`src/rtl/vram_arbiter_pkg.sv`:
```
// -----------------------------------------------------------------------------
// vram_arbiter_pkg
// Shared video-subsystem definitions for the VRAM arbiter: the arbiter FSM
// state encoding and the encoding of which requester owns the memory.
// No ports (package).
// -----------------------------------------------------------------------------
package vram_arbiter_pkg;

    typedef enum logic [1:0] {
        IDLE   = 2'd0,
        ACCESS = 2'd1,
        DONE   = 2'd2
    } arb_state_e;

    typedef enum logic {
        OWN_VID = 1'b0,
        OWN_CPU = 1'b1
    } arb_owner_e;

endpackage

```
`src/rtl/vram_arbiter_if.sv`:
```
// -----------------------------------------------------------------------------
// vram_arbiter_if
// Bundles the three sides of the VRAM arbiter: the CPU req/complete port, the
// CRT fetch port (vram_cs/VAD/VDI/vram_complete) and the external SRAM pins.
// Modports:
//   slave  - the arbiter: takes requests and mem_din, drives data/complete/SRAM
//   master - the environment: CPU, CRT controller and SRAM
// -----------------------------------------------------------------------------
interface vram_arbiter_if;

    // CPU side
    logic        cpu_req;
    logic        cpu_rw;        // 1 = read, 0 = write
    logic [15:0] cpu_addr;
    logic [7:0]  cpu_di;
    logic [7:0]  cpu_do;
    logic        cpu_complete;

    // CRT character fetch side
    logic        vid_req;
    logic [15:0] vid_addr;
    logic [7:0]  vid_data;
    logic        vid_complete;

    // External SRAM pins
    logic [15:0] mem_addr;
    logic [7:0]  mem_dout;
    logic [7:0]  mem_din;
    logic        mem_ce;
    logic        mem_we;

    modport slave (
        input  cpu_req, cpu_rw, cpu_addr, cpu_di,
        output cpu_do, cpu_complete,
        input  vid_req, vid_addr,
        output vid_data, vid_complete,
        output mem_addr, mem_dout, mem_ce, mem_we,
        input  mem_din
    );

    modport master (
        output cpu_req, cpu_rw, cpu_addr, cpu_di,
        input  cpu_do, cpu_complete,
        output vid_req, vid_addr,
        input  vid_data, vid_complete,
        input  mem_addr, mem_dout, mem_ce, mem_we,
        output mem_din
    );

endinterface

```
`src/rtl/vram_arbiter.sv`:
```
// -----------------------------------------------------------------------------
// vram_arbiter
// Shares the single-port video SRAM between the CPU and the CRT character
// fetcher. Video has fixed priority; after STARVE_LIMIT consecutive video
// grants made while the CPU was waiting, the CPU wins the next arbitration.
// Each access holds the SRAM for WAIT_STATES+1 cycles, followed by a one-cycle
// completion pulse to the owner.
// Ports:
//   clk - system clock
//   rst - asynchronous, active-high reset
//   bus - vram_arbiter_if.slave: CPU port, video port and SRAM pins
// -----------------------------------------------------------------------------
module vram_arbiter
    import vram_arbiter_pkg::*;
#(
    parameter int WAIT_STATES  = 1,   // 0..7
    parameter int STARVE_LIMIT = 4    // 1..15
) (
    input  logic          clk,
    input  logic          rst,
    vram_arbiter_if.slave bus
);

    localparam logic [2:0] WAIT_LAST  = 3'(WAIT_STATES);
    localparam logic [3:0] STARVE_MAX = 4'(STARVE_LIMIT);

    arb_state_e  state_q,    state_d;
    arb_owner_e  owner_q,    owner_d;
    logic [15:0] addr_q,     addr_d;
    logic [7:0]  wdata_q,    wdata_d;
    logic        write_q,    write_d;
    logic [2:0]  wait_q,     wait_d;
    logic [3:0]  starve_q,   starve_d;
    logic [7:0]  cpu_do_q,   cpu_do_d;
    logic [7:0]  vid_data_q, vid_data_d;

    // NOTE: state registers use non-blocking assignments so every flop samples
    // the pre-edge value of the others, independent of process ordering.
    always_ff @(posedge clk or posedge rst) begin
        if (rst) begin
            state_q    <= IDLE;
            owner_q    <= OWN_VID;
            addr_q     <= '0;
            wdata_q    <= '0;
            write_q    <= 1'b0;
            wait_q     <= '0;
            starve_q   <= '0;
            cpu_do_q   <= '0;
            vid_data_q <= '0;
        end else begin
            state_q    <= state_d;
            owner_q    <= owner_d;
            addr_q     <= addr_d;
            wdata_q    <= wdata_d;
            write_q    <= write_d;
            wait_q     <= wait_d;
            starve_q   <= starve_d;
            cpu_do_q   <= cpu_do_d;
            vid_data_q <= vid_data_d;
        end
    end

    // NOTE: every next-state signal defaults to its current value before the
    // case statement, so no path leaves one unassigned and no latch is inferred.
    always_comb begin
        state_d    = state_q;
        owner_d    = owner_q;
        addr_d     = addr_q;
        wdata_d    = wdata_q;
        write_d    = write_q;
        wait_d     = wait_q;
        starve_d   = starve_q;
        cpu_do_d   = cpu_do_q;
        vid_data_d = vid_data_q;

        unique case (state_q)
            IDLE: begin
                if (bus.cpu_req || bus.vid_req) begin
                    state_d = ACCESS;
                    wait_d  = '0;
                    // CPU only beats a pending video fetch once it has been
                    // passed over STARVE_LIMIT times in a row.
                    if (bus.cpu_req && (!bus.vid_req || starve_q == STARVE_MAX)) begin
                        owner_d  = OWN_CPU;
                        addr_d   = bus.cpu_addr;
                        write_d  = !bus.cpu_rw;
                        wdata_d  = bus.cpu_di;
                        starve_d = '0;
                    end else begin
                        owner_d = OWN_VID;
                        addr_d  = bus.vid_addr;
                        write_d = 1'b0;
                        wdata_d = '0;
                        if (bus.cpu_req && starve_q != STARVE_MAX) begin
                            starve_d = starve_q + 4'd1;
                        end
                    end
                end
            end

            ACCESS: begin
                if (wait_q == WAIT_LAST) begin
                    state_d = DONE;
                    // Read data is captured on the last memory cycle so it is
                    // already on the owner's data port during the DONE pulse.
                    if (!write_q) begin
                        if (owner_q == OWN_CPU) cpu_do_d   = bus.mem_din;
                        else                    vid_data_d = bus.mem_din;
                    end
                end else begin
                    wait_d = wait_q + 3'd1;
                end
            end

            DONE: state_d = IDLE;

            default: state_d = IDLE;
        endcase
    end

    // Memory pins decode straight from registered state, so an asynchronous
    // reset drops mem_ce/mem_we immediately.
    assign bus.mem_ce       = (state_q == ACCESS);
    assign bus.mem_we       = bus.mem_ce && write_q;
    assign bus.mem_addr     = bus.mem_ce ? addr_q  : '0;
    assign bus.mem_dout     = bus.mem_we ? wdata_q : '0;

    assign bus.cpu_complete = (state_q == DONE) && (owner_q == OWN_CPU);
    assign bus.vid_complete = (state_q == DONE) && (owner_q == OWN_VID);
    assign bus.cpu_do       = cpu_do_q;
    assign bus.vid_data     = vid_data_q;

endmodule

```
`src/flat_wrapper.sv`:
```
// flat-port wrapper written by rule: the top's interface ports become plain ports
module vram_arbiter_flat import vram_arbiter_pkg::*;
#(
    parameter int WAIT_STATES  = 1,          
    parameter int STARVE_LIMIT = 4            
)
  (clk, rst, bus_cpu_req, bus_cpu_rw, bus_cpu_addr, bus_cpu_di, bus_cpu_do, bus_cpu_complete, bus_vid_req, bus_vid_addr, bus_vid_data, bus_vid_complete, bus_mem_addr, bus_mem_dout, bus_mem_ce, bus_mem_we, bus_mem_din);
  vram_arbiter_if bus_i ();
  input  logic clk;
  input  logic rst;
  input wire logic [$bits(bus_i.cpu_req)-1:0] bus_cpu_req;
  input wire logic [$bits(bus_i.cpu_rw)-1:0] bus_cpu_rw;
  input wire logic [$bits(bus_i.cpu_addr)-1:0] bus_cpu_addr;
  input wire logic [$bits(bus_i.cpu_di)-1:0] bus_cpu_di;
  output wire logic [$bits(bus_i.cpu_do)-1:0] bus_cpu_do;
  output wire logic [$bits(bus_i.cpu_complete)-1:0] bus_cpu_complete;
  input wire logic [$bits(bus_i.vid_req)-1:0] bus_vid_req;
  input wire logic [$bits(bus_i.vid_addr)-1:0] bus_vid_addr;
  output wire logic [$bits(bus_i.vid_data)-1:0] bus_vid_data;
  output wire logic [$bits(bus_i.vid_complete)-1:0] bus_vid_complete;
  output wire logic [$bits(bus_i.mem_addr)-1:0] bus_mem_addr;
  output wire logic [$bits(bus_i.mem_dout)-1:0] bus_mem_dout;
  output wire logic [$bits(bus_i.mem_ce)-1:0] bus_mem_ce;
  output wire logic [$bits(bus_i.mem_we)-1:0] bus_mem_we;
  input wire logic [$bits(bus_i.mem_din)-1:0] bus_mem_din;
  assign bus_i.cpu_req = bus_cpu_req;
  assign bus_i.cpu_rw = bus_cpu_rw;
  assign bus_i.cpu_addr = bus_cpu_addr;
  assign bus_i.cpu_di = bus_cpu_di;
  assign bus_cpu_do = bus_i.cpu_do;
  assign bus_cpu_complete = bus_i.cpu_complete;
  assign bus_i.vid_req = bus_vid_req;
  assign bus_i.vid_addr = bus_vid_addr;
  assign bus_vid_data = bus_i.vid_data;
  assign bus_vid_complete = bus_i.vid_complete;
  assign bus_mem_addr = bus_i.mem_addr;
  assign bus_mem_dout = bus_i.mem_dout;
  assign bus_mem_ce = bus_i.mem_ce;
  assign bus_mem_we = bus_i.mem_we;
  assign bus_i.mem_din = bus_mem_din;
  vram_arbiter #(.WAIT_STATES(WAIT_STATES), .STARVE_LIMIT(STARVE_LIMIT)) u_core (.clk(clk), .rst(rst), .bus(bus_i));
endmodule
```
`config.mk`:
```
export PLATFORM = sky130hd
export DESIGN_NAME = vram_arbiter_flat
export DESIGN_NICKNAME = d
export VERILOG_FILES = /design/src/rtl/vram_arbiter_pkg.sv /design/src/rtl/vram_arbiter_if.sv /design/src/rtl/vram_arbiter.sv /design/src/flat_wrapper.sv
export SDC_FILE = /design/constraint.sdc
export NUM_CORES = 1
export LEC_CHECK = 0
export BUFFER_PORTS_ARGS = -buffer_cell sky130_fd_sc_hd__buf_2
export CAP_MARGIN = 10
export CORE_UTILIZATION = 53
export CTS_CLUSTER_DIAMETER = 30
export DETAILED_ROUTE_END_ITERATION = 8
export GPL_ROUTABILITY_DRIVEN = 0
export PLACE_DENSITY_LB_ADDON = 0.1
export SYNTH_ARGS = -nofsm -noshare
export SYNTH_HDL_FRONTEND = slang
export SYNTH_SLANG_ARGS = --single-unit
```
`constraint.sdc`:
```
create_clock -name clk -period 4.1 [get_ports clk]
set_input_delay 0.205 -clock clk [delete_from_list [all_inputs] [get_ports clk]]
set_output_delay 0.205 -clock clk [all_outputs]
set_load 0.05 [all_outputs]
```
==> run_summary.xml, run 1 <==
<?xml version="1.0" encoding="UTF-8"?>
<metrics>
  <group name="run_status">
    <metric name="status" unit="">finished, violations left</metric>
    <metric name="failed_checks" unit="">design-rule violations</metric>
  </group>
  <group name="route">
    <metric name="remaining_drc_errors" unit="">5</metric>
    <metric name="drtAntennaViolNets" unit="">0</metric>
    <metric name="average_wire_per_standard_cell" unit="um">16.2</metric>
    <metric name="drtPass1Iterations" unit="">6</metric>
    <metric name="avgViaCountPerCell" unit="">5.91</metric>
    <metric name="routed-via-count" unit="">2256</metric>
    <metric name="drt_iter0_drc" unit="">154</metric>
    <metric name="route.final.wire_length" unit="um">6190</metric>
  </group>
  <group name="pwr">
    <metric name="total_leakage_power" unit="nW">1.54</metric>
    <metric name="power.density" unit="mW/mm^2">898</metric>
    <metric name="power" unit="mW">2.81</metric>
    <metric name="irDropWorstVdd" unit="mV">0.392</metric>
  </group>
  <group name="critical_path">
    <metric name="end_kind" unit="">flip-flop</metric>
    <metric name="cp.arrival" unit="ns">2.66</metric>
    <metric name="worst-endpoint-required" unit="ns">4.24</metric>
    <metric name="critical_path_peak_fanout" unit="">26</metric>
    <metric name="critical_path.startpoint_type" unit="">flip-flop</metric>
    <metric name="crit_path_max_incr_delay" unit="ns">0.87</metric>
    <metric name="worstReg2RegEnd" unit="">u_core.addr_q[14]$_DFFE_PP0P_</metric>
    <metric name="rr_startpoint" unit="">u_core.starve_q[0]$_DFFE_PP0P_</metric>
    <metric name="ff2ff_setup_slack" unit="ns">1.58</metric>
    <metric name="worst_path_max_delay_cell" unit="">sky130_fd_sc_hd__and2_1</metric>
    <metric name="worst_r2r_path_depth" unit="">5</metric>
    <metric name="type_of_the_setup_path_with_the_least_slack" unit="">reg2reg</metric>
    <metric name="cell_chain_of_the_critical_path" unit="">inv_1, ha_1, nand4b_1, and2_1, o221ai_1</metric>
  </group>
  <group name="logic_synthesis">
    <metric name="syn_area" unit="sq mm">0.00254</metric>
    <metric name="synth-warning-count" unit="">0</metric>
    <metric name="ys_seq_elements" unit="">51</metric>
    <metric name="postSynth.topFlopCell" unit="">sky130_fd_sc_hd__dfrtp_1</metric>
    <metric name="syn_avg_cell_area" unit="sq um">10.4</metric>
    <metric name="syn_nets" unit="">301</metric>
    <metric name="synth_largest_area_cell" unit="">sky130_fd_sc_hd__dfrtp_1</metric>
    <metric name="synth_largest_type_area_fraction" unit="">0.503</metric>
    <metric name="post_synth_num_cell_types" unit="">37</metric>
    <metric name="synthTopCellsByCount" unit="">sky130_fd_sc_hd__dfrtp_1, sky130_fd_sc_hd__nand3_1, sky130_fd_sc_hd__o21ai_0</metric>
    <metric name="synth_most_common_cell" unit="">sky130_fd_sc_hd__dfrtp_1</metric>
    <metric name="post_synth_main_area_contributors" unit="">sky130_fd_sc_hd__dfrtp_1, sky130_fd_sc_hd__mux2_2, sky130_fd_sc_hd__nand3_1</metric>
    <metric name="synth-edff-count" unit="">0</metric>
    <metric name="postSynthCellCount" unit="">244</metric>
    <metric name="synth_sequential_area_ratio" unit="">0.503</metric>
    <metric name="ys_async_sr_fraction" unit="">1.00</metric>
  </group>
  <group name="cts">
    <metric name="post_cts_buffers" unit="">0</metric>
    <metric name="clock_sink_count" unit="">51</metric>
    <metric name="h_tree_level_count" unit="">2</metric>
    <metric name="clkTransAtPathRegs" unit="ns">0.09</metric>
    <metric name="tritoncts" unit="">done</metric>
    <metric name="worst_skew_pair.late_latency" unit="ns">0.31</metric>
    <metric name="cts-buffers-inserted" unit="">5</metric>
    <metric name="cts-root-to-sink-buffers" unit="">2</metric>
    <metric name="ctsRootBufferMaster" unit="">sky130_fd_sc_hd__clkbuf_8</metric>
    <metric name="cts_resized" unit="">0</metric>
    <metric name="cts_hold_repair.buffers" unit="">0</metric>
  </group>
  <group name="final_layout">
    <metric name="final_net_count" unit="">386</metric>
    <metric name="finish.utilization" unit="">0.699</metric>
    <metric name="antennaDiodeCount" unit="">0</metric>
    <metric name="drive_above_1_share" unit="">0.385</metric>
    <metric name="syn_to_final_growth" unit="%">23.2</metric>
  </group>
  <group name="floorplanning">
    <metric name="core_region_area" unit="sq mm">0.00447</metric>
    <metric name="placement_rows" unit="">24</metric>
    <metric name="die_height" unit="um">71.2</metric>
    <metric name="io_pins" unit="">97</metric>
    <metric name="floorplan.initialDensity" unit="">0.567</metric>
    <metric name="floorplan.die_area" unit="sq mm">0.00507</metric>
    <metric name="die_w" unit="um">71.2</metric>
  </group>
  <group name="grt">
    <metric name="antenna_found_initial" unit="">0</metric>
    <metric name="grt_pass1_wl" unit="um">10500</metric>
    <metric name="number_of_global_route_vias_before_repair" unit="">2197</metric>
    <metric name="grt_start_max_net_pins" unit="">52</metric>
    <metric name="grt.overflow.total" unit="">0</metric>
    <metric name="global_route.usage.total" unit="">0.263</metric>
  </group>
  <group name="timing">
    <metric name="post_route_fraction_of_the_period_consumed_by_the_critical_path" unit="">0.616</metric>
    <metric name="timing_max_transition_violations_final" unit="">0</metric>
    <metric name="max_slew.worst_pin.slew" unit="ns">1.03</metric>
    <metric name="timing.setup.tns" unit="ns">0</metric>
    <metric name="final_setup_violation_count" unit="">0</metric>
    <metric name="setup_skew_after_layout" unit="ns">0.0124</metric>
    <metric name="post-route-min-period" unit="ns">2.52</metric>
    <metric name="worst_slew_margin_rel" unit="">0.315</metric>
    <metric name="clock.fmax" unit="MHz">396</metric>
    <metric name="timing.final.hold_violations" unit="">0</metric>
    <metric name="rsz0062_at_grt" unit="">false</metric>
  </group>
  <group name="place">
    <metric name="port_buffers" unit="">96</metric>
    <metric name="dp_hpwl" unit="um">4190</metric>
  </group>
  <group name="hold_path">
    <metric name="worst_hold_start" unit="">bus_cpu_rw</metric>
    <metric name="timing.hold.worst.class" unit="">in2reg</metric>
    <metric name="terminating_pin_of_the_worst_hold_path" unit="">u_core.write_q$_DFFE_PP0P_</metric>
    <metric name="hold_path_depth" unit="">2</metric>
  </group>
  <group name="flow_run">
    <metric name="max_cap_violations" unit="">0</metric>
  </group>
</metrics>
layer usage:
layer  vias to the layer above  share of wire  wire length (um)  global-route usage
met4                         0          0.010                63              0.0756
li1                       1067              -                 -                   -
met5                         -              0                 0                   0
met3                         6          0.058               358              0.0541
met2                        76           0.49              3050               0.424
met1                      1107           0.44              2720               0.361
area by class of cell:
type,instances,area (sq um)
Clock buffer,5,68.8
Clock inverter,3,47.5
Fill cell,354,1350
Inverter,11,41.3
Multi-Input combinational cell,163,1140
Sequential cell,51,1280
Tap cell,52,65.1
Timing Repair Buffer,97,488
power breakdown:
part           switching (mW)  internal [mW]  total [mW]
Clock                   0.178          0.185       0.363
Sequential              0.155          0.736       0.891
Combinational            1.11          0.443        1.55
logic make-up (layout without fill, tap and decap cells):
logic type               after synthesis  count (layout)  share of synthesized area
AND/OR/NAND/NOR                       94              94                      0.223
flip-flops                            51              51                      0.503
AO/OA/AOI/OAI                         47              47                      0.127
buffers and inverters                 30             116                     0.0488
multiplexers                          17              17                     0.0750
adder cells (fa/ha/maj)                4               4                     0.0197
XOR/XNOR                               1               1                    0.00345
critical path: cells and delay by family (launching register included):
family,cells,cell delay [ns]
simple gates,2,1.43
fa+ha+maj,1,0.21
flops,1,0.42
compound gates,1,0.23
buf+inv,1,0.07
cell usage in the layout, fill, tap and decap left out, types with 2 or more instances in the layout:
cell type,netlist,layout
sky130_fd_sc_hd__nand4_1,16,16
sky130_fd_sc_hd__buf_2,3,96
sky130_fd_sc_hd__clkbuf_8,0,5
sky130_fd_sc_hd__a21oi_1,2,2
sky130_fd_sc_hd__o221ai_1,5,5
sky130_fd_sc_hd__and2_1,13,13
sky130_fd_sc_hd__nor2_1,8,7
sky130_fd_sc_hd__nand3_1,25,25
sky130_fd_sc_hd__nand2b_1,3,3
sky130_fd_sc_hd__mux2_2,16,16
sky130_fd_sc_hd__o211ai_1,11,11
sky130_fd_sc_hd__and3_1,8,8
sky130_fd_sc_hd__or2_2,2,2
sky130_fd_sc_hd__nand3b_1,2,2
sky130_fd_sc_hd__o21ai_0,17,17
sky130_fd_sc_hd__nand2_1,6,6
sky130_fd_sc_hd__and3b_1,2,2
sky130_fd_sc_hd__dfrtp_1,51,51
sky130_fd_sc_hd__ha_1,4,4
sky130_fd_sc_hd__inv_1,11,10
sky130_fd_sc_hd__o2bb2ai_1,8,8
through the flow:
stage	hold WS (ns)	worst slack, ns	cell area, sq um	std cells
2_1_floorplan	0.306	2.01	2540	244
4_1_cts	0.0656	1.59	3130	382
5_1_grt	0.0686	1.37	3130	382
3_5_place_dp	0.394	1.59	3010	374
3_3_place_gp	0.407	1.66	3010	374
6_report	0.0763	1.58	3130	382
worst max path at each step:
stage / end / startpoint / cells past startpoint
floorplan: bus_mem_addr[0] / u_core.state_q[1]$_DFFE_PP0P_ / 5
global placement: u_core.write_q$_DFFE_PP0P_ / u_core.starve_q[0]$_DFFE_PP0P_ / 5
detailed placement: u_core.addr_q[14]$_DFFE_PP0P_ / u_core.starve_q[0]$_DFFE_PP0P_ / 5
CTS: u_core.addr_q[14]$_DFFE_PP0P_ / u_core.starve_q[0]$_DFFE_PP0P_ / 5
global route: u_core.write_q$_DFFE_PP0P_ / u_core.starve_q[0]$_DFFE_PP0P_ / 5
finish: u_core.addr_q[14]$_DFFE_PP0P_ / u_core.starve_q[0]$_DFFE_PP0P_ / 5
registers in the layout, summed over array words and instances, names as in the netlist:
signal / count
u_core.starve_q: 4
u_core.addr_q: 16
u_core.bus.vid_data: 8
u_core.wdata_q: 8
u_core.bus.cpu_do: 8
u_core.write_q: 1
u_core.state_q: 2
u_core.owner_q: 1
u_core.wait_q: 3
No activity file was read; power rests on OpenSTA's default activity.
==> inputs of run 2 (changes only) <==
- CORE_UTILIZATION: 53 -> 49
- clock period: 4.1 -> 2.4 ns (I/O delays scaled with it)
==> run_summary.xml, run 2 (synthesized netlist as in run 1, its figures left out) <==
<?xml version="1.0" encoding="UTF-8"?>
<metrics>
  <group name="run_status">
    <metric name="status" unit="">completed</metric>
  </group>
  <group name="place">
    <metric name="port_buffers" unit="">96</metric>
    <metric name="dpl_cell_area" unit="sq mm">0.00307</metric>
    <metric name="dp_hpwl" unit="um">4180</metric>
  </group>
  <group name="pwr">
    <metric name="total_leakage_power" unit="nW">1.58</metric>
    <metric name="reg_power_frac" unit="">0.312</metric>
    <metric name="clock_power_share" unit="">0.132</metric>
    <metric name="cell_internal_pwr" unit="mW">2.38</metric>
    <metric name="power.density" unit="mW/mm^2">1490</metric>
    <metric name="switchingPower" unit="mW">2.43</metric>
    <metric name="comb_power_share" unit="">0.557</metric>
    <metric name="irDropWorstVdd" unit="mV">0.812</metric>
    <metric name="power.switching_fraction" unit="">0.505</metric>
  </group>
  <group name="floorplanning">
    <metric name="floorplan.initialDensity" unit="">0.523</metric>
    <metric name="die_w" unit="um">73.9</metric>
    <metric name="io_pins" unit="">97</metric>
    <metric name="core_region_area" unit="sq mm">0.00485</metric>
    <metric name="placement_rows" unit="">25</metric>
    <metric name="die_height" unit="um">73.9</metric>
    <metric name="floorplan.die_area" unit="sq mm">0.00547</metric>
  </group>
  <group name="timing">
    <metric name="post-route-min-period" unit="ns">2.28</metric>
    <metric name="timing_max_transition_violations_final" unit="">0</metric>
    <metric name="clock.fmax" unit="MHz">439</metric>
    <metric name="final_setup_violation_count" unit="">0</metric>
    <metric name="max_slew.worst_pin.slew" unit="ns">0.862</metric>
    <metric name="post_route_fraction_of_the_period_consumed_by_the_critical_path" unit="">0.948</metric>
    <metric name="setup_skew_after_layout" unit="ns">0.00299</metric>
    <metric name="worst_slew_margin_rel" unit="">0.423</metric>
    <metric name="timing.hold.ws" unit="ns">0.0579</metric>
    <metric name="timing.final.hold_violations" unit="">0</metric>
    <metric name="rsz0062_at_grt" unit="">true</metric>
    <metric name="timing.setup.tns" unit="ns">0</metric>
  </group>
  <group name="route">
    <metric name="avgViaCountPerCell" unit="">5.50</metric>
    <metric name="drtPass1Iterations" unit="">4</metric>
    <metric name="drtAntennaViolNets" unit="">0</metric>
    <metric name="drt_iter0_drc" unit="">125</metric>
    <metric name="remaining_drc_errors" unit="">0</metric>
    <metric name="route.final.wire_length" unit="um">6190</metric>
    <metric name="routed-via-count" unit="">2229</metric>
    <metric name="average_wire_per_standard_cell" unit="um">15.3</metric>
  </group>
  <group name="final_layout">
    <metric name="drive_above_1_share" unit="">0.393</metric>
    <metric name="final_net_count" unit="">394</metric>
    <metric name="most_common_library_cell_in_the_layout_ignoring_fill_and_taps" unit="">sky130_fd_sc_hd__buf_2</metric>
    <metric name="antennaDiodeCount" unit="">0</metric>
    <metric name="largest_reg_flops" unit="">16</metric>
    <metric name="most-common-layout-cells" unit="">sky130_fd_sc_hd__buf_2, sky130_fd_sc_hd__dfrtp_1, sky130_fd_sc_hd__nand3_1</metric>
    <metric name="seqCellArea" unit="sq mm">0.00128</metric>
    <metric name="syn_to_final_growth" unit="%">26.7</metric>
    <metric name="fillerInstances" unit="">422</metric>
    <metric name="fin_area" unit="sq mm">0.00321</metric>
    <metric name="registers.top_by_ff_count" unit="">u_core.addr_q</metric>
    <metric name="multi_input_comb_area" unit="sq mm">0.00114</metric>
  </group>
  <group name="critical_path">
    <metric name="critical_path_peak_fanout" unit="">23</metric>
    <metric name="type_of_the_setup_path_with_the_least_slack" unit="">reg2out</metric>
    <metric name="rr_startpoint" unit="">u_core.state_q[1]$_DFFE_PP0P_</metric>
    <metric name="end_kind" unit="">primary output</metric>
    <metric name="cp_startpoint" unit="">u_core.state_q[1]$_DFFE_PP0P_</metric>
    <metric name="cp.arrival" unit="ns">2.16</metric>
    <metric name="critical_path.startpoint_type" unit="">flip-flop</metric>
    <metric name="worst-endpoint-required" unit="ns">2.28</metric>
  </group>
  <group name="grt">
    <metric name="grt_start_max_net_pins" unit="">33</metric>
    <metric name="antenna_found_initial" unit="">0</metric>
    <metric name="number_of_global_route_vias_before_repair" unit="">2157</metric>
    <metric name="grt.overflow.total" unit="">0</metric>
    <metric name="grt_pass1_wl" unit="um">10100</metric>
    <metric name="global_route.usage.total" unit="">0.244</metric>
  </group>
  <group name="cts">
    <metric name="h_tree_level_count" unit="">2</metric>
    <metric name="tritoncts" unit="">done</metric>
    <metric name="clock_sink_count" unit="">51</metric>
    <metric name="worst_skew_pair.late_latency" unit="ns">0.30</metric>
    <metric name="cts-buffers-inserted" unit="">5</metric>
    <metric name="clkTransAtPathRegs" unit="ns">0.09</metric>
    <metric name="ctsRootBufferMaster" unit="">sky130_fd_sc_hd__clkbuf_8</metric>
    <metric name="cts-root-to-sink-buffers" unit="">2</metric>
  </group>
  <group name="hold_path">
    <metric name="worst_hold_start" unit="">bus_mem_din[5]</metric>
    <metric name="timing.hold.worst.class" unit="">in2reg</metric>
  </group>
  <group name="flow_run">
    <metric name="max_cap_violations" unit="">0</metric>
  </group>
</metrics>
[run 2: final cells by class]
cell class / instances / area share
tap: 67 / 0.0261
sequential: 51 / 0.397
inverter: 11 / 0.0128
multi-input combinational: 163 / 0.354
timing repair buffer: 105 / 0.172
clock inverter: 2 / 0.0121
clock buffer: 6 / 0.0257
[run 2: power by group through the flow]
stage | Sequential [mW] | Clock, mW | Combinational, mW
after CTS | 1.50 | 0.645 | 2.69
after global routing | 1.56 | 0.683 | 2.87
after floorplan | 1.94 | 0 | 1.64
after detailed placement | 1.51 | 0 | 2.68
after global placement | 1.51 | 0 | 2.64
final | 1.50 | 0.632 | 2.67
[run 2: routing by layer]
| layer | vias to the layer above | track usage | wire, um |
|---|---|---|---|
| met3 | 5 | 0.0691 | 334 |
| met2 | 64 | 0.386 | 2930 |
| met1 | 1085 | 0.329 | 2870 |
| met5 | - | 0 | 0 |
| li1 | 1075 | - | - |
| met4 | 0 | 0.0705 | 54 |
[run 2: final timing paths]
check | endpoint | slack [ns] | cells past startpoint
setup reg to reg | u_core.bus.vid_data[3]$_DFFE_PP0P_ | 0.52 | 3
hold reg to reg | u_core.wdata_q[5]$_DFFE_PP0P_ | 0.49 | 1
max in group asynchronous | u_core.wdata_q[6]$_DFFE_PP0P_ | 1.32 | 4
min in group asynchronous | u_core.bus.vid_data[2]$_DFFE_PP0P_ | 0.47 | 3
hold / removal | u_core.bus.vid_data[5]$_DFFE_PP0P_ | 0.06 | 2
setup / recovery | bus_mem_dout[1] | 0.12 | 4
[run 2: per-stage QoR]
| step | power [mW] | utilization | cells | setup WS (ns) |
|---|---|---|---|---|
| final | 4.80 | 0.663 | 405 | 0.124 |
| after global routing | 5.11 | 0.663 | 405 | -0.0350 |
| after CTS | 4.83 | 0.663 | 405 | 0.141 |
| after detailed placement | 4.19 | 0.634 | 395 | 0.490 |
| after global placement | 4.15 | 0.634 | 395 | 0.561 |
| after floorplan | 3.58 | - | 244 | 0.392 |
[run 2: worst max-delay path, cell delays in order, from the launching register on]
cell                       delay (ns)
sky130_fd_sc_hd__dfrtp_1         0.45
sky130_fd_sc_hd__nand2b_1        0.32
sky130_fd_sc_hd__inv_1           0.56
sky130_fd_sc_hd__and3_1          0.25
sky130_fd_sc_hd__buf_2           0.26
[run 2: what timing repair did]
| item | in CTS | in global routing |
|---|---|---|
| hold buffers | 2 | 0 |
| gates resized for setup | 0 | 0 |
| endpoints found under the setup margin | 0 | 7 |
| hold endpoints to repair | 31 | 0 |
| buffers inserted | 0 | 0 |
